<file path="src/rtl/mem_arb_pkg.sv">
// Shared encodings for the unified memory arbiter: FSM states and requester ids.
package mem_arb_pkg;

    typedef enum logic [1:0] {
        IDLE  = 2'b00,
        ISSUE = 2'b01,
        WAIT  = 2'b10,
        DONE  = 2'b11
    } arb_state_e;

    localparam logic REQ_I = 1'b0;
    localparam logic REQ_D = 1'b1;

endpackage

</file>
<file path="src/rtl/arb_starve_pick.sv">
// Data-priority pick with a fetch anti-starvation counter; the pick is
// combinational, the counter advances only on grants made in IDLE.
module arb_starve_pick #(
    parameter int STARVE_MAX = 3
) (
    input  logic CLK,
    input  logic RST,
    input  logic i_req,
    input  logic d_req,
    input  logic grant,
    output logic pick_d
);

    localparam int CW = (STARVE_MAX < 1) ? 1 : $clog2(STARVE_MAX + 1);

    logic [CW-1:0] starve_cnt_r;
    logic          starved_s;

    // Winner selection: fetch is forced once data has won STARVE_MAX times in a row
    always_comb begin
        starved_s = (starve_cnt_r == CW'(STARVE_MAX));
        pick_d    = d_req && !(i_req && starved_s);
    end

    // Starvation counter: saturating count of D grants while fetch waits
    always_ff @(posedge CLK) begin
        if (RST) begin
            starve_cnt_r <= CW'(0);
        end else if (!i_req) begin
            starve_cnt_r <= CW'(0);
        end else if (grant && pick_d) begin
            if (!starved_s) begin
                starve_cnt_r <= starve_cnt_r + CW'(1);
            end else begin
                starve_cnt_r <= starve_cnt_r;
            end
        end else if (grant) begin
            starve_cnt_r <= CW'(0);
        end else begin
            starve_cnt_r <= starve_cnt_r;
        end
    end

endmodule

</file>
<file path="src/rtl/unified_mem_arbiter.sv">
// Shares one single-port memory between the fetch port (read-only) and the
// load/store port, sequencing each access through ISSUE, WAIT and DONE.
import mem_arb_pkg::*;

module unified_mem_arbiter #(
    parameter int ADDR_W     = 32,
    parameter int DATA_W     = 32,
    parameter int MEM_LAT    = 1,
    parameter int STARVE_MAX = 3
) (
    input  logic              CLK,
    input  logic              RST,
    input  logic              i_req,
    input  logic [ADDR_W-1:0] i_addr,
    output logic              i_ack,
    output logic [DATA_W-1:0] i_rdata,
    input  logic              d_req,
    input  logic              d_we,
    input  logic [ADDR_W-1:0] d_addr,
    input  logic [DATA_W-1:0] d_wdata,
    output logic              d_ack,
    output logic [DATA_W-1:0] d_rdata,
    output logic              d_err,
    output logic              mem_en,
    output logic              mem_we,
    output logic [ADDR_W-3:0] mem_addr,
    output logic [DATA_W-1:0] mem_wdata,
    input  logic [DATA_W-1:0] mem_rdata,
    output logic              busy
);

    arb_state_e        state_r;
    logic              id_r;
    logic              we_r;
    logic [1:0]        lat_cnt_r;
    logic              grant_s;
    logic              pick_d_s;
    logic              misalign_s;
    logic [ADDR_W-1:0] addr_sel_s;

    arb_starve_pick #(.STARVE_MAX(STARVE_MAX)) u_pick (
        .CLK    (CLK),
        .RST    (RST),
        .i_req  (i_req),
        .d_req  (d_req),
        .grant  (grant_s),
        .pick_d (pick_d_s)
    );

    // Winner address mux; fetch byte offset is forced to zero so it never faults
    always_comb begin
        grant_s = (state_r == IDLE) && (i_req || d_req);
        if (pick_d_s) begin
            addr_sel_s = d_addr;
        end else begin
            addr_sel_s = i_addr & ~{{(ADDR_W-2){1'b0}}, 2'b11};
        end
        misalign_s = (addr_sel_s[1:0] != 2'b00);
    end

    // Access sequencer with registered memory strobes, acks and read data
    always_ff @(posedge CLK) begin
        if (RST) begin
            state_r   <= IDLE;
            id_r      <= REQ_I;
            we_r      <= 1'b0;
            lat_cnt_r <= 2'd0;
            i_ack     <= 1'b0;
            i_rdata   <= {DATA_W{1'b0}};
            d_ack     <= 1'b0;
            d_rdata   <= {DATA_W{1'b0}};
            d_err     <= 1'b0;
            mem_en    <= 1'b0;
            mem_we    <= 1'b0;
            mem_addr  <= {(ADDR_W-2){1'b0}};
            mem_wdata <= {DATA_W{1'b0}};
            busy      <= 1'b0;
        end else begin
            case (state_r)
                IDLE: begin
                    if (grant_s) begin
                        id_r <= pick_d_s;
                        we_r <= pick_d_s & d_we;
                        busy <= 1'b1;
                        if (misalign_s) begin
                            state_r <= DONE;
                            d_ack   <= 1'b1;
                            d_err   <= 1'b1;
                        end else begin
                            state_r   <= ISSUE;
                            mem_en    <= 1'b1;
                            mem_we    <= pick_d_s & d_we;
                            mem_addr  <= addr_sel_s[ADDR_W-1:2];
                            mem_wdata <= pick_d_s ? d_wdata : {DATA_W{1'b0}};
                        end
                    end else begin
                        busy <= 1'b0;
                    end
                end
                ISSUE: begin
                    mem_en <= 1'b0;
                    mem_we <= 1'b0;
                    if (we_r) begin
                        state_r <= DONE;
                        d_ack   <= (id_r == REQ_D);
                        i_ack   <= (id_r == REQ_I);
                    end else begin
                        state_r   <= WAIT;
                        lat_cnt_r <= 2'(MEM_LAT - 1);
                    end
                end
                WAIT: begin
                    if (lat_cnt_r != 2'd0) begin
                        lat_cnt_r <= lat_cnt_r - 2'd1;
                    end else begin
                        state_r <= DONE;
                        if (id_r == REQ_D) begin
                            d_rdata <= mem_rdata;
                            d_ack   <= 1'b1;
                        end else begin
                            i_rdata <= mem_rdata;
                            i_ack   <= 1'b1;
                        end
                    end
                end
                DONE: begin
                    state_r <= IDLE;
                    i_ack   <= 1'b0;
                    d_ack   <= 1'b0;
                    d_err   <= 1'b0;
                    busy    <= 1'b0;
                end
                default: begin
                    state_r <= IDLE;
                    i_ack   <= 1'b0;
                    d_ack   <= 1'b0;
                    d_err   <= 1'b0;
                    mem_en  <= 1'b0;
                    mem_we  <= 1'b0;
                    busy    <= 1'b0;
                end
            endcase
        end
    end

endmodule
</file>
<file path="config.mk">
export PLATFORM = sky130hd
export DESIGN_NAME = unified_mem_arbiter
export DESIGN_NICKNAME = d
export VERILOG_FILES = /design/src/rtl/mem_arb_pkg.sv /design/src/rtl/arb_starve_pick.sv /design/src/rtl/unified_mem_arbiter.sv
export SDC_FILE = /design/constraint.sdc
export NUM_CORES = 1
export LEC_CHECK = 0
export ABC_AREA = 1
export BUFFER_PORTS_ARGS = -buffer_cell sky130_fd_sc_hd__buf_2
export CAP_MARGIN = 20
export CORE_MARGIN = 4
export CORE_UTILIZATION = 40
export DETAILED_ROUTE_END_ITERATION = 16
export HOLD_SLACK_MARGIN = 0.02
export PLACE_DENSITY = 0.73
export SLEW_MARGIN = 20
export SYNTH_ARGS = -nofsm -noshare
export SYNTH_HDL_FRONTEND = slang
export SYNTH_SLANG_ARGS = --single-unit
export TNS_END_PERCENT = 50
</file>
<file path="constraint.sdc">
create_clock -name CLK -period 1.5 [get_ports CLK]
set_input_delay 0.225 -clock CLK [delete_from_list [all_inputs] [get_ports CLK]]
set_output_delay 0.225 -clock CLK [all_outputs]
set_load 0.005 [all_outputs]
</file>
==> summary.md <==
| Metric | Value |
|---|---|
| Cts bufs inserted | 17 |
| Minimum clock period | 1510 ps |
| Hold WS | 64.4 ps |
| Final net count | 1177 |
| Yosys warns | 0 |
| Syn nets | 906 |
| CTS tree | done |
| Critical Path RT | 1840 ps |
| Reg2reg start | u_pick.starve_cnt_r[0] |
| Critical path fanouts, max | 8 |
| Hold/Removal Path Class | in2reg |
| Clock sinks | 140 |
| Fin worst setup slack | -15.0 ps |
| Initial drt markers | roughly 310 |
| Cells after synthesis | 766 |
| Fmax | between 600 and 700 MHz |
| Initial core utilization | about 41% |
| #FFs+latches synth | 140 |
| Htree depth | 4 |
| First-pass detailed-route iteration total | 5 |
| I/O pins | around 270 |
| Vias in the first global route | 4963 |
| Switching part of the total | 31.4% |
| Reg2Reg Setup Slack | -10 ps |
| Seq. cell area | 2810 um2 |
| Worst path max stage delay | 350 ps |
| Largest net degree at the start of global routing | 60 |
| Synth Flop Type | dfxtp_1 |
| Slowest CP cell | dfxtp_4 |
| Drt via density | about 4.7 |
| Slew Limit Fails | 0 |
| Global-route wire length before repair | 24500 um |
| Wire per inst | 13.4 um |
| Synth top cells by count | nand2_1, dfxtp_1, a21oi_1 |
| Area contributors post-synth | dfxtp_1, nand2_1, a21oi_1, o21ai_0, inv_1 |
| Initial antenna violation count | 0 |
| Final Hold Vio Count | 0 |
| Die Y | 126 um |
| Grt total ovfl | 0 |
| Core Rows | 42 |
| Flop pwr share | 35.9% |
| Share of cells above drive strength 1 | 35.8% |
| ANT nets after route | 0 |
| CP Capture Type | flop |
| Worst slack, placed | -42.8 ps |
| Share of the synthesized area in the top cell type | around half |
| Combinational Power Share | 31.5% |
| Fin crit share | 101% |
| Final Skew | 7.11 ps |
| Cell-internal power | 9.26 mW |
| Status | finished, violations left |
| All-Layer GR Usage | 18.9% |
| Startpoint types | flop |
| Mapped Area | about 5600 um2 |
| Worst slew pin tran | between 200 and 300 ps |
| Sequential fraction of the synthesis area | slightly above 50% |
| Count leader, synth | nand2_1 |
| CTS Root Cell | clkbuf_16 |
| Power, Total | 13.5 mW |
| Relative slew slack | between 80% and 90% |
| Worst-path cell chain | ha_4 -> nand2_2 -> nand2_2 -> inv_2 -> nand2_4 -> nor2_4 -> clkbuf_16 -> nand2_1 -> a21oi_2 |
| Max IR drop VDD | 0.926 mV |
| Syn avg cell area | 7.27 um2 |
| ANT cells | 0 |
| Fill count | 1242 |
| Worst Path Class, Setup | reg2reg |
| Vias post-DR | 5708 |
| Core Area | 13500 um2 |
| HP Start | d_wdata[30] |
| PortBufs | 262 |
| Die area | 15900 um2 |
| Critical Path AT | 1850 ps |
| Failing checks | setup timing |
| Clock power share | roughly a third |
| Clock latency on the worst-skew pair | 410 ps |
| Total routed wirelength | 16400 um |
| Longest Clk Path Bufs | 2 |
| Crit path to | mem_wdata[20] |
| Total negative slack | -30.9 ps |
| Worst Setup SP | u_pick.starve_cnt_r[0] |
| CP most frequent cell | nand2_2 |
| Sw power | 4.24 mW |
| Lkg Pwr | 3.89 nW |
| Leading area contributor after synthesis | dfxtp_1 |
| R2R depth | 9 |
| Synth-to-layout area growth | 46.2% |
| MaxCap Viol Count | 0 |
| Reg2Reg Capture Point | mem_wdata[20] |
| Die Width | around 130 um |
| Multi-input gate area | 2410 um2 |
| Placer Congestion | 0.848 |
| Detailed-placement wirelength estimate | 11400 um |
| Number of enable flip-flop cells after synthesis | 0 |
| FFs w/ async S/R, synth | 0% |
| CTS Hold Bufs | 0 |
| Worst-path clk slew | 60 ps |
| # setup viols final | 5 |
| DRC viols | 0 |
| Unrepaired setup endpoints after global routing | true |
| PD cells | 1660 nW/um2 |
| Post-synth cell types | 21 |
-- how the worst min path moves through the flow --
stage / to / slack, ps / cells after the start
after floorplan: mem_wdata[0] / 370 / 2
after global placement: d_rdata[0] / 430 / 2
after detailed placement: i_rdata[6] / 430 / 2
after CTS: mem_wdata[17] / 40 / 3
after global routing: mem_wdata[19] / 40 / 3
final: mem_wdata[30] / 60 / 3
-- cell type report --
| cell class | instances | share of cell area [%] |
|---|---|---|
| Multi-Input combinational cell | 494 | 29.7 |
| Tap cell | 176 | 2.71 |
| Sequential cell | 140 | 34.5 |
| Clock inverter | 10 | 2.01 |
| Timing Repair Buffer | 299 | 21.5 |
| Clock buffer | 21 | 5.66 |
| Inverter | 85 | 3.92 |
-- through the flow --
stage / std cells / instance area, um2 / utilization, %
6_report: 1225 / 8140 / 60.5
3_3_place_gp: 1183 / 7150 / 53.2
3_5_place_dp: 1183 / 7150 / 53.2
4_1_cts: 1214 / 7780 / 57.8
5_1_grt: 1225 / 8140 / 60.5
2_1_floorplan: 766 / 5570 / -
-- metal layers --
metal | part of all wire [%] | global-route usage, %
met3 | 5.8 | 6.65
met5 | 0 | 0
met4 | 2.4 | 6.44
met1 | 42 | 22.8
met2 | 50 | 31.4
-- power groups by stage --
stage          Clock, mW  Sequential, mW  Combinational, mW
4_1_cts             4.49            4.82               3.81
5_1_grt             4.69            4.93               4.74
6_report            4.41            4.84               4.26
3_5_place_dp           0            4.89               3.78
3_3_place_gp           0            4.87               3.72
2_1_floorplan          0            4.97               2.02
-- what timing repair did --
| item | in CTS | in global routing |
|---|---|---|
| pin swaps | 0 | 10 |
| setup endpoints to repair | 94 | 114 |
| gates resized for setup | 2 | 58 |
| setup buffers | 0 | 6 |
| gates cloned | 0 | 5 |
-- critical path: cells and delay by family, from the launching register on --
kind / cells / cell delay [ps]
AO/OA/AOI/OAI: 1 / 120
adder cells (fa/ha/maj): 1 / 160
buffers and inverters: 2 / 300
flip-flops: 1 / 350
AND/OR/NAND/NOR: 5 / 510
-- logic make-up (layout without fill, tap and decap cells) --
logic type | after synthesis | after routing | synth area share, %
simple gates | 273 | 273 | 19.2
buf+inv | 132 | 415 | 9.64
fa+ha+maj | 7 | 7 | 1.57
flops | 140 | 140 | 50.3
compound gates | 214 | 214 | 19.3
-- layout by cell type (no fill, tap or decap), drive strengths merged --
cell / n
o21bai: 1
a21oi: 139
buf: 295
nand3: 8
nor2: 15
dfxtp: 140
nand2: 245
nand4: 3
or2: 1
o21ai: 74
clkinvlp: 1
nor3: 1
bufinv: 4
ha: 7
clkinv: 4
inv: 86
clkbuf: 25
-- registers in the layout (all words and copies together), names as in the netlist --
register,flops
d_rdata,32
i_rdata,32
mem_wdata,32
mem_addr,30
lat_cnt_r,2
state_r,2
u_pick.starve_cnt_r,2
busy,1
d_ack,1
d_err,1
i_ack,1
id_r,1
mem_en,1
mem_we,1
we_r,1
Note: power is estimated with default switching activity, not from simulation.
